--- config.mk ---
export PLATFORM = sky130hd
export DESIGN_NAME = convolution_coprocessor_sequencer
export DESIGN_NICKNAME = d
export VERILOG_FILES = /design/src/rtl/convolution_coprocessor_pkg.sv /design/src/rtl/convolution_coprocessor_index_check.sv /design/src/rtl/convolution_coprocessor_sequencer.sv
export SDC_FILE = /design/constraint.sdc
export NUM_CORES = 1
export LEC_CHECK = 0
export BUFFER_PORTS_ARGS = -buffer_cell sky130_fd_sc_hd__clkbuf_2
export CAP_MARGIN = 5
export CORE_ASPECT_RATIO = 1.2
export CORE_MARGIN = 3
export CORE_UTILIZATION = 51
export DETAILED_ROUTE_END_ITERATION = 6
export PLACE_DENSITY = 0.76
export SETUP_SLACK_MARGIN = 0.02
export SLEW_MARGIN = 10
export SYNTH_ARGS = -nofsm -noshare
export SYNTH_HDL_FRONTEND = slang
export SYNTH_SLANG_ARGS = --single-unit
--- constraint.sdc ---
create_clock -name clk_i -period 2.5 [get_ports clk_i]
set_input_delay 0.5 -clock clk_i [delete_from_list [all_inputs] [get_ports clk_i]]
set_output_delay 0.5 -clock clk_i [all_outputs]
set_load 0.02 [all_outputs]
--- src/rtl/convolution_coprocessor_pkg.sv ---
// Convolution coprocessor shared types.
// Sequencer states and default datapath widths.
package convolution_coprocessor_pkg;

  localparam int DEF_ADDR_WIDTH = 5;
  localparam int LEN_W = DEF_ADDR_WIDTH + 1;
  localparam int Z_W   = DEF_ADDR_WIDTH + 1;
  localparam int IDX_W = DEF_ADDR_WIDTH + 3;

  typedef enum logic [2:0] {
    IDLE,
    CLEAR,
    SCAN,
    DRAIN,
    WRITE,
    DONE
  } state_e;

endpackage

--- src/rtl/convolution_coprocessor_index_check.sv ---
// H-index generation and range check for the sequencer.
// idxH = n - k; valid when non-negative and below sizeY.
module convolution_coprocessor_not (
  input  logic a_i,
  output logic y_o
);
  assign y_o = ~a_i;
endmodule

module convolution_coprocessor_index_check
  import convolution_coprocessor_pkg::*;
#(
  parameter int ZW = Z_W,
  parameter int KW = LEN_W,
  parameter int IW = IDX_W
) (
  input  logic [ZW-1:0] n_i,
  input  logic [KW-1:0] k_i,
  input  logic [KW-1:0] size_y_i,
  output logic [IW-1:0] idx_h_o,
  output logic          valid_o
);

  logic nonneg;
  logic in_len;

  assign idx_h_o = IW'(n_i) - IW'(k_i);
  assign in_len  = idx_h_o < IW'(size_y_i);

  convolution_coprocessor_not u_sign_not (
    .a_i (idx_h_o[IW-1]),
    .y_o (nonneg)
  );

  assign valid_o = nonneg & in_len;

endmodule

--- src/rtl/convolution_coprocessor_sequencer.sv ---
// Convolution coprocessor control FSM.
// Walks n/k, issues X/H reads, drives MAC and Z writes.
module convolution_coprocessor_sequencer
  import convolution_coprocessor_pkg::*;
#(
  parameter int ADDR_WIDTH = DEF_ADDR_WIDTH
) (
  input  logic                  clk_i,
  input  logic                  rst_i,
  input  logic                  start_i,
  input  logic [ADDR_WIDTH:0]   size_x_i,
  input  logic [ADDR_WIDTH:0]   size_y_i,
  output logic [ADDR_WIDTH-1:0] addr_x_o,
  output logic [ADDR_WIDTH-1:0] addr_h_o,
  output logic                  mem_rd_o,
  output logic                  mac_clear_o,
  output logic                  mac_en_o,
  output logic [ADDR_WIDTH:0]   addr_z_o,
  output logic                  write_z_o,
  output logic                  busy_o,
  output logic                  done_o
);

  localparam int LW = ADDR_WIDTH + 1;
  localparam int ZW = ADDR_WIDTH + 1;
  localparam int IW = ADDR_WIDTH + 3;
  localparam int NW = ADDR_WIDTH + 2;

  state_e        state_q, state_d;
  logic [ZW-1:0] n_q, n_d;
  logic [LW-1:0] k_q, k_d;
  logic [LW-1:0] sx_q, sx_d;
  logic [LW-1:0] sy_q, sy_d;
  logic          mac_en_q;

  logic [NW-1:0] len_n;
  logic [IW-1:0] idx_h;
  logic          valid;
  logic          last_k;
  logic          last_n;
  logic          unused_idx;

  assign len_n  = NW'(sx_q) + NW'(sy_q) - NW'(1);
  assign last_k = k_q == sx_q - LW'(1);
  assign last_n = NW'(n_q) == len_n - NW'(1);

  convolution_coprocessor_index_check #(
    .ZW (ZW),
    .KW (LW),
    .IW (IW)
  ) u_idx (
    .n_i      (n_q),
    .k_i      (k_q),
    .size_y_i (sy_q),
    .idx_h_o  (idx_h),
    .valid_o  (valid)
  );

  assign unused_idx = ^idx_h[IW-1:ADDR_WIDTH];

  always_ff @(posedge clk_i) begin
    if (rst_i) begin
      state_q  <= IDLE;
      n_q      <= '0;
      k_q      <= '0;
      sx_q     <= '0;
      sy_q     <= '0;
      mac_en_q <= 1'b0;
    end else begin
      state_q  <= state_d;
      n_q      <= n_d;
      k_q      <= k_d;
      sx_q     <= sx_d;
      sy_q     <= sy_d;
      mac_en_q <= mem_rd_o;
    end
  end

  always_comb begin
    state_d     = state_q;
    n_d         = n_q;
    k_d         = k_q;
    sx_d        = sx_q;
    sy_d        = sy_q;
    mem_rd_o    = 1'b0;
    mac_clear_o = 1'b0;
    write_z_o   = 1'b0;
    busy_o      = 1'b0;
    done_o      = 1'b0;
    unique case (state_q)
      IDLE: begin
        if (start_i) begin
          sx_d = size_x_i;
          sy_d = size_y_i;
          n_d  = '0;
          // Empty operand: finish without touching memory.
          if (size_x_i != '0 && size_y_i != '0)
            state_d = CLEAR;
          else
            state_d = DONE;
        end
      end
      CLEAR: begin
        busy_o      = 1'b1;
        mac_clear_o = 1'b1;
        k_d         = '0;
        state_d     = SCAN;
      end
      SCAN: begin
        busy_o   = 1'b1;
        mem_rd_o = valid;
        if (last_k)
          state_d = DRAIN;
        else
          k_d = k_q + LW'(1);
      end
      DRAIN: begin
        busy_o  = 1'b1;
        state_d = WRITE;
      end
      WRITE: begin
        busy_o    = 1'b1;
        write_z_o = 1'b1;
        if (last_n) begin
          state_d = DONE;
        end else begin
          n_d     = n_q + ZW'(1);
          state_d = CLEAR;
        end
      end
      DONE: begin
        done_o  = 1'b1;
        state_d = IDLE;
      end
      default: state_d = IDLE;
    endcase
  end

  assign addr_x_o = k_q[ADDR_WIDTH-1:0];
  assign addr_h_o = idx_h[ADDR_WIDTH-1:0];
  assign addr_z_o = n_q;
  assign mac_en_o = mac_en_q;

endmodule

Word-level counts from Yosys, hierarchy flattened:

Index checks and enable logic that the tools add are counted.

* register bits after elaboration: 28
* output and inout bits: 22
* input port bits: 15

* add/subtract/negate cells: 7
* bitwise operators: 2
* eq/ne operators: 11
* reductions and logical operators: 11
* multiplexer cells: 15
* magnitude comparators: 1

Operators with widths (count)
* 6-bit one-hot mux with 2 select lines: 2
* 6-bit two-way mux: 3
* 3-bit one-hot mux with 5 select lines: 1
* 7-bit by 1-bit subtractor with 7-bit output, second input constant: 2
* 6-bit by 1-bit adder with 6-bit output, second input constant: 2
* 3-bit two-way mux: 4
* 6-bit nonzero test: 2
* 8-bit by 6-bit less-than comparator with 1-bit output: 1
* 2-bit != test, second input constant: 4
* 6-bit by 6-bit adder with 7-bit output: 1
* 6-bit by 7-bit equality test with 1-bit output: 1
* 6-bit by 6-bit subtractor with 7-bit output: 1
* 3-bit by 2-bit equality test with 1-bit output, second input constant: 2
* 3-bit equality test, second input constant: 2
* 6-bit equality test: 1
* 2-bit AND reduction: 3
* 6-bit by 1-bit subtractor with 6-bit output, second input constant: 1
* 1-bit two-way mux: 5
* 2-bit nonzero test: 2
* 4-bit OR reduction: 1
* 3-bit by 1-bit equality test with 1-bit output, second input constant: 1
* 3-bit logical NOT: 1
* 3-bit AND reduction: 1
* 1-bit bitwise AND: 1
* other kinds (2): 2

Longest topological paths before layout:

Gate-level depths: netlist of run 1.

* word-level depth: 6
* depth in mapped cells: 13
* mapped depth without buffers: 13

Hierarchy:

Synthesis of run 1 repeated with hierarchy kept, for this count alone.

* cells, all modules: 312
* area, all modules: 2351.0 µm²

Modules (own cells, without submodules)
* convolution_coprocessor_sequencer: cells an instance 253, instances 1, area each 1941.9 µm², seq. area each 560.5 µm²
* convolution_coprocessor_index_check: cells an instance 58, instances 1, area each 405.4 µm², seq. area each 0.0 µm²
* convolution_coprocessor_not: cells an instance 1, instances 1, area each 3.8 µm², seq. area each 0.0 µm²

Worst setup path after synthesis of run 1:

Ideal clock, no wire load.

* path kind: reg-to-output
* start: register n_q[0] (netlist: addr_z_o[0])
* end: output port mem_rd_o
* required time: 2.000 ns
* setup slack: -0.945 ns
* data arrival time: 2.945 ns
* cell stages (with the launch flop): 13
* path through: dfxtp_1 inv_1 ha_1 inv_1 fa_1 a21oi_1 nor2_1 nor2_1 xnor2_1 ha_1 o21ai_0 a21oi_1 nor4_1

* longest elaborated chain between the ends: 4
* elaborated cells on any way between the ends: 5
* classes of those cells: 1 x add/sub; 1 x order compare; 1 x mux; 2 x bitwise

Ends and longest elaborated chain
* start: declaration: RTL line convolution_coprocessor_sequencer.sv:30 `logic [ZW-1:0] n_q, n_d;`
* start signal: assignment: RTL line convolution_coprocessor_sequencer.sv:71 `n_q <= n_d;`
* 6-bit by 6-bit subtractor with 7-bit output: RTL line convolution_coprocessor_index_check.sv:27 `assign idx_h_o = IW'(n_i) - IW'(k_i);`
* named net addr_h_o[4]: RTL line convolution_coprocessor_sequencer.sv:14 `output logic [ADDR_WIDTH-1:0] addr_h_o,`
* 8-bit by 6-bit less-than comparator with 1-bit output: RTL line convolution_coprocessor_index_check.sv:28 `assign in_len = idx_h_o < IW'(size_y_i);`
* 1-bit bitwise AND: RTL line convolution_coprocessor_index_check.sv:35 `assign valid_o = nonneg & in_len;`
* 1-bit two-way mux: RTL line convolution_coprocessor_sequencer.sv:90 `unique case (state_q)`
* end: declaration: RTL line convolution_coprocessor_sequencer.sv:15 `output logic mem_rd_o,`

The timed path passes the listed nets, and every way through them passes these cells.

Final worst setup path of run 1:

* start: register n_q[0] (netlist: addr_z_o[0])
* end: output port mem_rd_o

* longest elaborated chain between the ends: 4
* elaborated cells on any way between the ends: 5
* classes of those cells: 1 x add/sub; 1 x order compare; 1 x mux; 2 x bitwise

Ends and longest elaborated chain (RTL line)
* 6-bit by 6-bit subtractor with 7-bit output *: convolution_coprocessor_index_check.sv:27
* 8-bit by 6-bit less-than comparator with 1-bit output / 1-bit inverter (equally long branches): convolution_coprocessor_index_check.sv:28, convolution_coprocessor_index_check.sv:7
* 1-bit bitwise AND *: convolution_coprocessor_index_check.sv:35
* 1-bit two-way mux *: convolution_coprocessor_sequencer.sv:90

Mark *: on every way between the ends. The rest lies on a longest branch, timed or not.

==> flow_metrics.py, run 1 <==
metrics = {
    "clock_network": {
        "worst_skew_pair.late_latency_ps": 280,
        "ctsHoldBuffers": 0,
        "cts_root_buffer": "clkbuf_8",
        "cts_sinks": 28,
        "htreeDepth": 1,
        "tritoncts": "built",
        "clock_path_buffers": 2,
        "clk_pin_slew_ps": 100,
        "cts_inserted_buffers": 3,
    },
    "finish": {
        "layout_commonest_cell": "buf_4",
        "finalNetCount": 398,
        "area_growth_pct": 48.2,
        "multi_input_area_um2": 1680,
        "drive_gt1_share_pct": 45.6,
        "register_area_um2": 576,
        "fillers": 259,
        "final_cell_mix": "buf_4, clkbuf_2, nand2_1, inv_1, dfxtp_1",
        "num_antenna_cells": 0,
    },
    "sta": {
        "hold_viol": 0,
        "tightest_slew_ps": 813,
        "slew_viol_final": 0,
        "finalSetupViolCount": 8,
        "setup_ws_ps": -562,
        "finalCriticalPeriod_ps": 3060,
        "clock_skew_ps": 5.81,
        "relSlewSlack_pct": 45.4,
        "setup-tns-final_ps": -1610,
        "rsz0062_at_grt": "yes",
        "min_period_over_period_pct": 122,
        "fmax_mhz": 327,
    },
    "die": {
        "start_util_pct": 53.5,
        "rows": 25,
        "die_width_um": 64.9,
        "fp.dieH_um": 76.7,
        "io_pins": 37,
        "core_area_um2": 3970,
        "die-area_um2": 4980,
    },
    "placement": {
        "port_buffers": 36,
        "hpwlAfterDp_mm": 4.36,
        "globalplace.congestion": 0.848,
    },
    "detailed_routing": {
        "wl_mm": 6.13,
        "drc": 0,
        "final_antenna_net_count": 0,
        "first_pass_iters": 4,
        "via_per_inst": 5.33,
        "wire_per_inst_um": 15.0,
        "drt_iter0_drc": 159,
        "vias": 2179,
    },
    "synthesis": {
        "synth_top_area_share_pct": 26.4,
        "synth_cell_type_count": 46,
        "syn_area_um2": 2120,
        "synthesis.nets": 312,
        "synth-edff-count": 0,
        "ys_async_sr_fraction_pct": 0,
        "synth_warnings": 0,
        "yosys.area.top_type": "dfxtp_1",
        "syn_avg_cell_area_um2": 7.87,
        "synth_area_leaders": "dfxtp_1, ha_1, xnor2_1",
        "ys_ff_latch": 28,
        "synthesis.instances": 270,
        "ys_seq_area_share_pct": 26.4,
        "ys.flop_type": "dfxtp_1",
    },
    "min_path": {
        "hold_path_class": "in -> reg",
    },
    "pwr": {
        "power_frac_comb_pct": 50.8,
        "internal-power_w": 0.00108,
        "p_leak_nw": 1.39,
        "clockPowerShare_pct": 19.4,
        "powerDensity_nw_per_um2": 535,
        "switching_power_w": 0.000604,
        "peakVddDrop_v": 0.000325,
        "seqPwrFrac_pct": 29.8,
        "sw_frac_of_total_pct": 35.9,
        "p_total_w": 0.00168,
    },
    "critical_path": {
        "cp_top_family": "adder cells",
        "crit_chain": "inv_4, ha_4, inv_2, fa_2, a21oi_2, nor2_1, nor2_2, buf_4, xnor2_2, ha_1, o21ai_2, a21oi_2, nor4_4, buf_4",
        "path_max_fanout": 2,
        "max_stage_delay_ps": 370,
        "cp-end-kind": "primary output",
        "slowest_stage": "dfxtp_4",
        "criticalPathCategory": "reg -> out",
        "worstPathRequired_ps": 2000,
        "cp-start-kind": "register",
        "arrival_ps": 2560,
        "worst-path-buf-inv": 4,
    },
    "status": {
        "outcome": "finished with violations",
        "violations": "setup timing",
    },
    "global_route": {
        "antenna_found_initial": 0,
        "overflow": 0,
        "grtUsageTotal_pct": 25.2,
        "grt_max_degree": 26,
        "grt_pass1_wl_mm": 9.92,
        "grt_pass1_vias": 2134,
    },
    "job": {
        "drv_cap": 0,
    },
}
[synthesized netlist by cell type (all sizes together) (2+ instances only)]
cell type	count
and3	4
dfxtp	28
and3b	2
nor2	17
buf	5
and2	2
nor3	11
mux2i	3
o21bai	2
or4	3
fa	2
xnor2	19
clkbuf	7
a211oi	2
o21ai	4
nand3	2
or3	3
or3b	2
inv	32
nand2	32
a21o	3
o21a	3
nor3b	2
nor2b	4
xor2	4
a21oi	26
ha	25
nand4	7
[worst min-delay path, stage by stage]
cell and delay, ps:
clkbuf_2 80, nand2_1 50, a21oi_1 50
[layout make-up]
cell class / count / share of cell area (%)
Sequential cell: 28 / 18.3
Multi-Input combinational cell: 199 / 53.2
Tap cell: 54 / 2.15
Clock buffer: 4 / 2.11
Timing Repair Buffer: 92 / 20.3
Inverter: 32 / 3.97
[per-layer routing]
| layer | up-vias | share of wire [%] | GRT usage [%] |
|---|---|---|---|
| li1 | 1083 | - | - |
| met1 | 1002 | 43 | 31.7 |
| met2 | 81 | 50 | 44.3 |
| met3 | 13 | 5.0 | 3.07 |
| met4 | 0 | 2.3 | 7.40 |
| met5 | - | 0 | 0 |
[registers in the layout, indices dropped and copies added (netlist names)]
register	count
addr_z_o	6
k_q	6
sx_q	6
sy_q	6
state_q	3
mac_en_o	1
[path summary, 6_finish.rpt]
check                   start          end  slack (ps)  depth (start not counted)
setup / recovery  addr_z_o[0]     mem_rd_o        -560                         14
hold / removal    size_y_i[4]      sy_q[4]         430                          3
setup reg to reg      sy_q[4]  addr_z_o[0]        -190                         11
hold reg to reg       sy_q[2]      sy_q[2]         460                          2
[metrics by stage]
stage,setup slack [ps],cell area (µm²),instances,utilization (%),hold slack (ps)
2_1_floorplan,-436,2210,270,-,436
3_5_place_dp,-435,2720,391,68.5,447
5_1_grt,-680,3150,409,79.2,438
6_report,-562,3150,409,79.2,434
3_3_place_gp,-371,2720,391,68.5,445
4_1_cts,-529,3030,407,76.2,436
[power by group through the flow]
stage | clock, W | sequential, W | combinational [W]
after floorplan | 0 | 0.000505 | 0.000454
after global placement | 0 | 0.000506 | 0.000649
after detailed placement | 0 | 0.000508 | 0.000666
after CTS | 0.000325 | 0.000501 | 0.000762
after global routing | 0.000345 | 0.000506 | 0.000934
final | 0.000327 | 0.000502 | 0.000855
[what timing repair did]
action	in CTS	in global routing
cloned	1	0
resized for setup	36	19
hold endpoints to repair	0	0
pin swaps	28	16
setup buffers	13	2
endpoints found under the setup margin	9	15
[logic make-up (layout without fill, tap and decap cells)]
family,Yosys count,count (layout),share of synthesized area (%)
fa+ha+maj,27,27,16.6
mux,3,3,1.41
buf+inv,44,128,8.66
xor+xnor,23,23,9.48
flops,28,28,26.4
simple gates,98,98,23.8
compound gates,47,48,13.7
(Power assumes the default switching activity.)
==> run 2: changes to the inputs <==
- CORE_UTILIZATION: 51 -> 53
- CTS_BUF_LIST: unset -> sky130_fd_sc_hd__clkbuf_4 sky130_fd_sc_hd__clkbuf_8
- PLACE_DENSITY: 0.76 -> 0.78
==> flow_metrics.py, run 2 (same netlist as run 1, synthesis figures left out) <==
metrics = {
    "status": {
        "outcome": "finished with violations",
        "violations": "setup timing",
    },
    "critical_path": {
        "crit_start": "addr_z_o[0]",
        "timing.rr.start": "sx_q[4]",
        "cp-end-kind": "primary output",
        "rrSetupSlack_ps": -290,
        "max_stage_delay_ps": 390,
        "cp_top_family": "adder cells",
        "rr_worst_depth": 10,
        "worst-path-buf-inv": 4,
        "cp-start-kind": "register",
        "worstPathRequired_ps": 2000,
        "path_max_fanout": 2,
        "cp.depth": 14,
        "criticalPathCategory": "reg -> out",
        "worstSetupEndpoint": "mem_rd_o",
        "slowest_stage": "fa_2",
        "worst_r2r_endpoint": "addr_z_o[0]",
        "arrival_ps": 2710,
        "crit_chain": "inv_4, ha_4, inv_4, fa_2, a21oi_2, nor2_2, nor2_2, buf_6, xnor2_4, ha_4, o21ai_2, a21oi_2, nor4_4, buf_4",
    },
    "detailed_routing": {
        "via_per_inst": 5.90,
        "final_antenna_net_count": 0,
        "vias": 2421,
        "first_pass_iters": 4,
        "drc": 0,
        "drt_iter0_drc": 199,
        "wl_mm": 7.44,
        "wire_per_inst_um": 18.2,
    },
    "die": {
        "core_area_um2": 3750,
        "io_pins": 37,
        "die_width_um": 63.8,
        "fp.dieH_um": 75.4,
        "rows": 24,
        "start_util_pct": 56.6,
        "die-area_um2": 4810,
    },
    "sta": {
        "setup_ws_ps": -708,
        "setup-tns-final_ps": -2940,
        "fmax_mhz": 312,
        "finalSetupViolCount": 14,
        "tightest_slew_ps": 754,
        "rsz0062_at_grt": "yes",
        "slew_viol_final": 0,
        "relSlewSlack_pct": 49.5,
        "hold_viol": 0,
        "clock_skew_ps": 10.8,
        "min_period_over_period_pct": 128,
        "finalCriticalPeriod_ps": 3210,
    },
    "clock_network": {
        "htreeDepth": 1,
        "tritoncts": "built",
        "cts_sinks": 28,
        "worst_skew_pair.late_latency_ps": 280,
        "cts_root_buffer": "clkbuf_8",
        "clock_path_buffers": 2,
        "ctsHoldBuffers": 0,
        "clk_pin_slew_ps": 100,
        "cts_inserted_buffers": 3,
    },
    "global_route": {
        "grt_max_degree": 26,
        "grt_pass1_vias": 2206,
        "grt_pass1_wl_mm": 10.1,
        "overflow": 0,
        "grtUsageTotal_pct": 27.3,
        "antenna_found_initial": 0,
    },
    "placement": {
        "globalplace.congestion": 0.838,
        "dpl_worst_slack_ps": -430,
        "hpwlAfterDp_mm": 4.33,
        "port_buffers": 36,
    },
    "finish": {
        "drive_gt1_share_pct": 46.4,
        "num_antenna_cells": 0,
        "finalNetCount": 401,
        "layout_commonest_cell": "buf_4",
        "final_cell_mix": "buf_4, clkbuf_2, nand2_1, inv_1",
        "area_growth_pct": 48.3,
    },
    "job": {
        "drv_cap": 0,
    },
    "pwr": {
        "powerDensity_nw_per_um2": 557,
        "p_leak_nw": 1.40,
        "peakVddDrop_v": 0.000407,
    },
    "min_path": {
        "hold_path_class": "in -> reg",
    },
}
-- run 2: changes by cell type in the layout (fill, tap and decap cells not counted), sizes merged --
cell    previous run  this run
bufinv             0         1
buf               58        60
-- run 2: layout make-up --
class                           instances  area, µm²
Timing Repair Buffer                   95        642
Inverter                               32        128
Clock inverter                          1       30.0
Fill cell                             211        603
Tap cell                               52       65.1
Clock buffer                            3       41.3
Sequential cell                        28        577
Multi-Input combinational cell        199       1670
-- run 2: layer usage --
layer | up-vias | wire length, µm | global-route usage (%)
met5 | - | 0 | 0
met4 | 0 | 407 | 14.1
met3 | 40 | 588 | 4.13
met2 | 162 | 3580 | 47.5
met1 | 1126 | 2860 | 33.0
li1 | 1093 | - | -
-- run 2: worst min-delay path by stage --
stage	from	to	depth (start not counted)	slack, ps
finish	size_y_i[2]	sy_q[2]	3	430
global placement	sy_q[3]	sy_q[3]	2	450
detailed placement	sy_q[2]	sy_q[2]	2	450
floorplan	sy_q[1]	sy_q[1]	2	440
CTS	size_x_i[4]	sx_q[4]	3	430
global route	size_x_i[3]	sx_q[3]	3	450
-- run 2: power breakdown --
part / internal [W] / switching [W]
Sequential: 0.000475 / 0.0000272
Clock: 0.000215 / 0.000160
Combinational: 0.000425 / 0.000452
-- run 2: repair_timing --
| item | 4_1_cts | 5_1_grt |
|---|---|---|
| setup endpoints to repair | 10 | 17 |
| pin swaps | 29 | 28 |
| setup buffers | 12 | 3 |
| resized for setup | 33 | 21 |
| hold endpoints to repair | 0 | 0 |
| gates cloned | 1 | 0 |
-- run 2: per-stage QoR --
step                      hold WS [ps]  total power [W]  instance area [µm²]  instances  utilization (%)
after floorplan                    436         0.000959                 2210        270                -
after global placement             445          0.00116                 2740        392             73.0
after detailed placement           448          0.00118                 2740        392             73.0
after CTS                          429          0.00163                 3020        408             80.4
after global routing               453          0.00184                 3150        410             83.9
final                              434          0.00175                 3150        410             83.9
-- run 2: worst register-to-register path, stage by stage, from the launching register on --
cell	delay, ps
dfxtp_2	370
inv_2	50
ha_4	250
inv_1	40
ha_2	160
or3b_4	400
and4_1	160
or4_4	580
a21boi_4	280
mux2i_1	290
nor2_1	80
